===== src/rtl/axi_w_id_router_if.sv =====
// Bundle of the AW-ID push port, the per-slave-port W channels and the routed master-side W channel.
// The router connects through the slave modport; the driving environment uses master.
interface axi_w_id_router_if #(
    parameter int AXI_DATA_W  = 64,
    parameter int AXI_USER_W  = 6,
    parameter int N_TARG_PORT = 7,
    parameter int FIFO_DEPTH  = 8,
    parameter int LOG_N_TARG  = $clog2(N_TARG_PORT)
);
    localparam int ID_W   = LOG_N_TARG + N_TARG_PORT;
    localparam int CNT_W  = $clog2(FIFO_DEPTH) + 1;
    localparam int STRB_W = AXI_DATA_W / 8;

    logic                                    push_ID_i;
    logic [ID_W-1:0]                         ID_i;
    logic                                    grant_FIFO_ID_o;
    logic [N_TARG_PORT-1:0][AXI_DATA_W-1:0]  wdata_i;
    logic [N_TARG_PORT-1:0][STRB_W-1:0]      wstrb_i;
    logic [N_TARG_PORT-1:0]                  wlast_i;
    logic [N_TARG_PORT-1:0][AXI_USER_W-1:0]  wuser_i;
    logic [N_TARG_PORT-1:0]                  wvalid_i;
    logic [N_TARG_PORT-1:0]                  wready_o;
    logic [AXI_DATA_W-1:0]                   wdata_o;
    logic [STRB_W-1:0]                       wstrb_o;
    logic                                    wlast_o;
    logic [AXI_USER_W-1:0]                   wuser_o;
    logic                                    wvalid_o;
    logic                                    wready_i;
    logic [CNT_W-1:0]                        fifo_usage_o;

    modport slave (
        input  push_ID_i, ID_i, wdata_i, wstrb_i, wlast_i, wuser_i, wvalid_i, wready_i,
        output grant_FIFO_ID_o, wready_o, wdata_o, wstrb_o, wlast_o, wuser_o, wvalid_o, fifo_usage_o
    );

    modport master (
        output push_ID_i, ID_i, wdata_i, wstrb_i, wlast_i, wuser_i, wvalid_i, wready_i,
        input  grant_FIFO_ID_o, wready_o, wdata_o, wstrb_o, wlast_o, wuser_o, wvalid_o, fifo_usage_o
    );
endinterface


===== src/rtl/axi_w_id_router.sv =====
// W-channel router: queues target-port IDs granted on AW and steers W beats from the head port,
// one complete burst at a time, popping the head when its wlast beat transfers.
module axi_w_id_router #(
    parameter int AXI_DATA_W  = 64,
    parameter int AXI_USER_W  = 6,
    parameter int N_TARG_PORT = 7,
    parameter int FIFO_DEPTH  = 8,
    parameter int LOG_N_TARG  = $clog2(N_TARG_PORT)
) (
    input logic               clk,
    input logic               rst,
    axi_w_id_router_if.slave  bus
);
    localparam int ID_W   = LOG_N_TARG + N_TARG_PORT;
    localparam int PTR_W  = $clog2(FIFO_DEPTH);
    localparam int CNT_W  = PTR_W + 1;
    localparam int STRB_W = AXI_DATA_W / 8;

    logic [ID_W-1:0]        mem_q [FIFO_DEPTH];
    logic [PTR_W-1:0]       wptr_q, wptr_d;
    logic [PTR_W-1:0]       rptr_q, rptr_d;
    logic [CNT_W-1:0]       count_q, count_d;

    logic                   grant;
    logic                   notEmpty;
    logic                   pushAcc;
    logic                   pop;
    logic [N_TARG_PORT-1:0] headMask;
    logic [LOG_N_TARG-1:0]  headIdx;
    logic                   routedValid;
    logic                   routedLast;
    logic [AXI_DATA_W-1:0]  routedData;
    logic [STRB_W-1:0]      routedStrb;
    logic [AXI_USER_W-1:0]  routedUser;
    logic [N_TARG_PORT-1:0] portReady;

    assign grant    = (count_q != CNT_W'(FIFO_DEPTH));
    assign notEmpty = (count_q != '0);
    assign pushAcc  = bus.push_ID_i & grant;
    assign headMask = mem_q[rptr_q][N_TARG_PORT-1:0];
    assign headIdx  = mem_q[rptr_q][ID_W-1:N_TARG_PORT];

    // Head decode; everything is forced to zero while empty so stale storage never leaks out.
    always_comb begin
        routedValid = 1'b0;
        routedLast  = 1'b0;
        routedData  = '0;
        routedStrb  = '0;
        routedUser  = '0;
        portReady   = '0;
        if (notEmpty) begin
            routedValid = |(bus.wvalid_i & headMask);
            portReady   = headMask & {N_TARG_PORT{bus.wready_i}};
            for (int i = 0; i < N_TARG_PORT; i++) begin
                if (headIdx == LOG_N_TARG'(i)) begin
                    routedLast = bus.wlast_i[i];
                    routedData = bus.wdata_i[i];
                    routedStrb = bus.wstrb_i[i];
                    routedUser = bus.wuser_i[i];
                end
            end
        end
    end

    assign pop = routedValid & bus.wready_i & routedLast;

    always_comb begin
        wptr_d  = wptr_q;
        rptr_d  = rptr_q;
        count_d = count_q;
        if (pushAcc) wptr_d = wptr_q + PTR_W'(1);
        if (pop)     rptr_d = rptr_q + PTR_W'(1);
        case ({pushAcc, pop})
            2'b10:   count_d = count_q + CNT_W'(1);
            2'b01:   count_d = count_q - CNT_W'(1);
            default: count_d = count_q;
        endcase
    end

    always_ff @(posedge clk) begin
        if (rst) begin
            wptr_q  <= '0;
            rptr_q  <= '0;
            count_q <= '0;
        end else begin
            wptr_q  <= wptr_d;
            rptr_q  <= rptr_d;
            count_q <= count_d;
        end
    end

    // Storage needs no reset: an entry is only meaningful while count covers it.
    always_ff @(posedge clk) begin
        if (!rst && pushAcc) mem_q[wptr_q] <= bus.ID_i;
    end

    assign bus.grant_FIFO_ID_o = grant;
    assign bus.fifo_usage_o    = count_q;
    assign bus.wvalid_o        = routedValid;
    assign bus.wready_o        = portReady;
    assign bus.wlast_o         = routedLast;
    assign bus.wdata_o         = routedData;
    assign bus.wstrb_o         = routedStrb;
    assign bus.wuser_o         = routedUser;

    // A push while full is silently dropped by the datapath, so it is reported here.
    assert property (@(posedge clk) disable iff (rst) bus.push_ID_i |-> grant)
        else $warning("push_ID_i asserted while ID FIFO full; ID dropped");

    assert property (@(posedge clk) disable iff (rst)
        bus.push_ID_i |-> (bus.ID_i[N_TARG_PORT-1:0] ==
                           (N_TARG_PORT'(1) << bus.ID_i[ID_W-1:N_TARG_PORT])))
        else $error("ID_i one-hot field disagrees with its binary index");

    assert property (@(posedge clk) disable iff (rst)
        (routedValid && !bus.wready_i) |=> routedValid)
        else $error("wvalid_o dropped before transfer");
endmodule


===== src/flat_wrapper.sv =====
// flat-port wrapper written by rule: the top's interface ports become plain ports
module axi_w_id_router_flat 
#(
    parameter int AXI_DATA_W  = 64,
    parameter int AXI_USER_W  = 6,
    parameter int N_TARG_PORT = 7,
    parameter int FIFO_DEPTH  = 8,
    parameter int LOG_N_TARG  = $clog2(N_TARG_PORT)
)
  (clk, rst, bus_push_ID_i, bus_ID_i, bus_wdata_i, bus_wstrb_i, bus_wlast_i, bus_wuser_i, bus_wvalid_i, bus_wready_i, bus_grant_FIFO_ID_o, bus_wready_o, bus_wdata_o, bus_wstrb_o, bus_wlast_o, bus_wuser_o, bus_wvalid_o, bus_fifo_usage_o);
  axi_w_id_router_if #(.AXI_DATA_W(AXI_DATA_W), .AXI_USER_W(AXI_USER_W), .N_TARG_PORT(N_TARG_PORT), .FIFO_DEPTH(FIFO_DEPTH), .LOG_N_TARG(LOG_N_TARG)) bus_i ();
  input logic clk;
  input logic rst;
  input wire logic [$bits(bus_i.push_ID_i)-1:0] bus_push_ID_i;
  input wire logic [$bits(bus_i.ID_i)-1:0] bus_ID_i;
  input wire logic [$bits(bus_i.wdata_i)-1:0] bus_wdata_i;
  input wire logic [$bits(bus_i.wstrb_i)-1:0] bus_wstrb_i;
  input wire logic [$bits(bus_i.wlast_i)-1:0] bus_wlast_i;
  input wire logic [$bits(bus_i.wuser_i)-1:0] bus_wuser_i;
  input wire logic [$bits(bus_i.wvalid_i)-1:0] bus_wvalid_i;
  input wire logic [$bits(bus_i.wready_i)-1:0] bus_wready_i;
  output wire logic [$bits(bus_i.grant_FIFO_ID_o)-1:0] bus_grant_FIFO_ID_o;
  output wire logic [$bits(bus_i.wready_o)-1:0] bus_wready_o;
  output wire logic [$bits(bus_i.wdata_o)-1:0] bus_wdata_o;
  output wire logic [$bits(bus_i.wstrb_o)-1:0] bus_wstrb_o;
  output wire logic [$bits(bus_i.wlast_o)-1:0] bus_wlast_o;
  output wire logic [$bits(bus_i.wuser_o)-1:0] bus_wuser_o;
  output wire logic [$bits(bus_i.wvalid_o)-1:0] bus_wvalid_o;
  output wire logic [$bits(bus_i.fifo_usage_o)-1:0] bus_fifo_usage_o;
  assign bus_i.push_ID_i = bus_push_ID_i;
  assign bus_i.ID_i = bus_ID_i;
  assign bus_i.wdata_i = bus_wdata_i;
  assign bus_i.wstrb_i = bus_wstrb_i;
  assign bus_i.wlast_i = bus_wlast_i;
  assign bus_i.wuser_i = bus_wuser_i;
  assign bus_i.wvalid_i = bus_wvalid_i;
  assign bus_i.wready_i = bus_wready_i;
  assign bus_grant_FIFO_ID_o = bus_i.grant_FIFO_ID_o;
  assign bus_wready_o = bus_i.wready_o;
  assign bus_wdata_o = bus_i.wdata_o;
  assign bus_wstrb_o = bus_i.wstrb_o;
  assign bus_wlast_o = bus_i.wlast_o;
  assign bus_wuser_o = bus_i.wuser_o;
  assign bus_wvalid_o = bus_i.wvalid_o;
  assign bus_fifo_usage_o = bus_i.fifo_usage_o;
  axi_w_id_router #(.AXI_DATA_W(AXI_DATA_W), .AXI_USER_W(AXI_USER_W), .N_TARG_PORT(N_TARG_PORT), .FIFO_DEPTH(FIFO_DEPTH), .LOG_N_TARG(LOG_N_TARG)) u_core (.clk(clk), .rst(rst), .bus(bus_i));
endmodule

===== config.mk =====
export PLATFORM = sky130hd
export DESIGN_NAME = axi_w_id_router_flat
export DESIGN_NICKNAME = d
export VERILOG_FILES = /design/src/rtl/axi_w_id_router_if.sv /design/src/rtl/axi_w_id_router.sv /design/src/flat_wrapper.sv
export SDC_FILE = /design/constraint.sdc
export NUM_CORES = 1
export LEC_CHECK = 0
export CORE_AREA = 2 2 261 263
export DETAILED_ROUTE_END_ITERATION = 10
export DIE_AREA = 0 0 263 265
export GPL_ROUTABILITY_DRIVEN = 1
export RECOVER_POWER = 25
export SLEW_MARGIN = 40
export SYNTH_ARGS = -nofsm -noshare
export SYNTH_HDL_FRONTEND = slang
export SYNTH_SLANG_ARGS = --single-unit

===== constraint.sdc =====
create_clock -name clk -period 8.65 [get_ports clk]
set_clock_uncertainty 0.15 [all_clocks]
set_input_delay 0.865 -clock clk [delete_from_list [all_inputs] [get_ports clk]]
set_output_delay 0.865 -clock clk [all_outputs]
set_load 0.05 [all_outputs]

==> out/metrics.yaml <==
setup_path:
  endpoint_kind: "primary output"
  r2r_slack_ns: 3.83
  path_class: "flop to primary output"
  cp-start-kind: "flop"
  required_ns: 7.64
  worst-endpoint-arrival_ns: 5.15
  cp_max_fo: 42
floorplan:
  start_util_pct: 12.6
  die_h_um: 265
  die-area_um2: 69700
  core-area_um2: 66800
  std_cell_rows: 95
  pin_count: 666
  die_w_um: 263
flow_run:
  drv_cap: 0
place:
  gp_congestion: 0.957
  io_buffer_count: 665
  place.detailed.hpwl_mm: 44.4
yosys:
  ys_ff_latch: 93
  syn-instance-count: 1013
  syn-num-nets: 1593
  yosysMostFrequentCell: "nand2_1"
  syn_area_um2: 8450
  synth-async-reset-ratio_pct: 0
  synthFlopType: "edfxtp_1"
  synth_top_cell_by_area: "edfxtp_1"
  yosysWarnings: 0
  synthTopCellsByCount: "nand2_1, nor2_1, nand3_1"
  seq_area_frac_synth_pct: 31.5
  syn_area_per_cell_um2: 8.34
  synthTopCellsByArea: "edfxtp_1, nand2_1, a221oi_1"
  synth_edf_count: 80
  yosysTopAreaCellShare_pct: 28.4
  synth_cell_type_count: 42
clock_tree:
  clk_latency_ns: 0.34
  clk_pin_slew_ns: 0.06
  hold_buffers: 0
  cts_root_buffer: "clkbuf_16"
  ctsResizeCount: 0
  cts_made_buffers: 9
  post_cts_buffers: 0
  cts_sinks: 93
  cts.htree.levels: 3
  cts_tree: "yes"
  clock_path_buffers: 2
global_routing:
  grt_pass1_vias: 11300
  grt_max_degree: 84
  overflow: 0
  grt_first_pass_wirelength_mm: 78.5
  grtUsageTotal_pct: 15.2
  antenna_found_initial: 13
route:
  wirelength_mm: 56.8
  dr_total_vias: 11200
  drc_errors: 0
  drtPass1Iterations: 6
  wire_per_inst_um: 22.8
  final_antenna_net_count: 0
  first_iter_violations: 1017
  vias_per_cell: 4.51
timing:
  setup_violations: 0
  slew_violations: 0
  period_share_pct: 71.3
  tightest_slew_ns: 0.846
  rsz0062_at_grt: "no"
  finalHoldViolations: 0
  relSlewSlack_pct: 43.4
  clock.fmax_ghz: 0.162
  hold_slack_ns: 0.354
  setup_tns_ns: 0
  min_period_ns: 6.17
finish:
  nets: 2182
  syn_to_final_growth_pct: 94.2
  multi_input_area_um2: 5420
  drive_gt1_share_pct: 7.78
  fill_cells: 7066
  layout.area.seq_um2: 2660
power_and_ir_drop:
  power_density_nw_per_um2: 166
  p_leak_nw: 5.76
  peakVddDrop_v: 0.000116
worst_hold_path:
  hp-class: "flop to flop"
outcome:
  status: "complete, no violations"
[final timing paths]
kind,to,from,cells past startpoint
worst max-delay path,bus_wuser_o[5],flop,8
worst min-delay path,u_core.wptr_q[1]$_SDFFE_PP0P_,u_core.wptr_q[1]$_SDFFE_PP0P_,2
worst max register to register,u_core.bus.fifo_usage_o[3]$_SDFFE_PP0P_,flop,13
worst min register to register,u_core.wptr_q[1]$_SDFFE_PP0P_,u_core.wptr_q[1]$_SDFFE_PP0P_,2
[critical path, cell delays in order, from the launching register on]
cell	delay, ns
dfxtp_1	0.32
buf_4	0.36
mux4_2	0.60
mux2_4	0.45
nand3_4	0.68
buf_4	0.56
o221ai_1	0.17
nor2_1	0.68
clkdlybuf4s50_1	0.95
[where the power goes]
part           internal [mW]  switching [mW]  total, mW
registers              0.498         0.00933      0.508
clock network          0.251           0.156      0.407
logic                  0.690            1.11       1.80
[state kept, by name, summed over array words and instances (netlist names), named ones only]
signal,count
u_core.rptr_q,3
u_core.wptr_q,3
u_core.bus.fifo_usage_o,4
u_core.mem_q,80
[cells by family after synthesis]
family | synth area share (%)
fa+ha+maj | 0.977
xor+xnor | 0.518
simple gates | 19.8
flops | 31.5
buf+inv | 5.76
mux | 12.8
compound gates | 28.6
[layout make-up]
class | count | area share (%)
clock buffers | 9 | 1.37
clock inverters | 7 | 0.549
repair buffers | 690 | 42.0
diodes | 5 | 0.0763
multi-input cells | 804 | 33.0
inverters | 4 | 0.0915
flip-flops and latches | 93 | 16.2
well taps | 873 | 6.66
[metal layers]
layer | global-route usage (%) | vias to the layer above | part of all wire (%)
met5 | 0 | - | 0.11
met4 | 4.82 | 10 | 2.8
met3 | 4.07 | 84 | 8.7
met2 | 25.4 | 643 | 47
met1 | 19.1 | 5358 | 41
li1 | - | 5106 | -
[cell usage in the layout (no fill, tap or decap), types with 2 or more instances in the layout]
master / synthesis / routed
a21oi_1: 83 / 82
a221oi_1: 70 / 70
a31oi_1: 2 / 2
and3_1: 6 / 6
buf_12: 0 / 3
buf_4: 0 / 20
bufinv_16: 0 / 2
clkbuf_16: 0 / 9
clkdlybuf4s50_1: 0 / 656
clkinv_2: 0 / 2
dfxtp_1: 13 / 12
diode_2: 0 / 5
dlygate4sd3_1: 0 / 9
edfxtp_1: 80 / 80
ha_1: 5 / 5
inv_1: 4 / 4
mux2_1: 3 / 3
mux2_2: 44 / 41
mux2_4: 0 / 3
mux2i_1: 6 / 5
mux2i_4: 2 / 3
mux4_2: 20 / 20
nand2_1: 179 / 179
nand2b_1: 5 / 4
nand3_1: 91 / 90
nor2_1: 105 / 98
nor2_2: 2 / 6
nor2_4: 0 / 3
nor2b_1: 2 / 2
nor3_1: 5 / 3
nor3_4: 0 / 2
o211a_1: 35 / 35
o21ai_0: 2 / 2
o221ai_1: 42 / 41
o22ai_1: 35 / 35
o2bb2ai_1: 42 / 42
or3_1: 2 / 2
xor2_1: 4 / 4
[per-stage QoR]
step                      utilization, %  cells  total power [mW]  cell area, um^2  worst slack, ns
final                               24.6   2485              2.72            16400             2.48
after global routing                24.5   2482              2.84            16400             2.29
after CTS                           24.5   2480              2.73            16400             2.46
after detailed placement            24.1   2464              2.32            16100             2.84
after global placement              24.0   2463              2.31            16000             2.76
after floorplan                        -   1013              1.51             8450             4.75
Note: power is estimated with default switching activity, not from simulation.
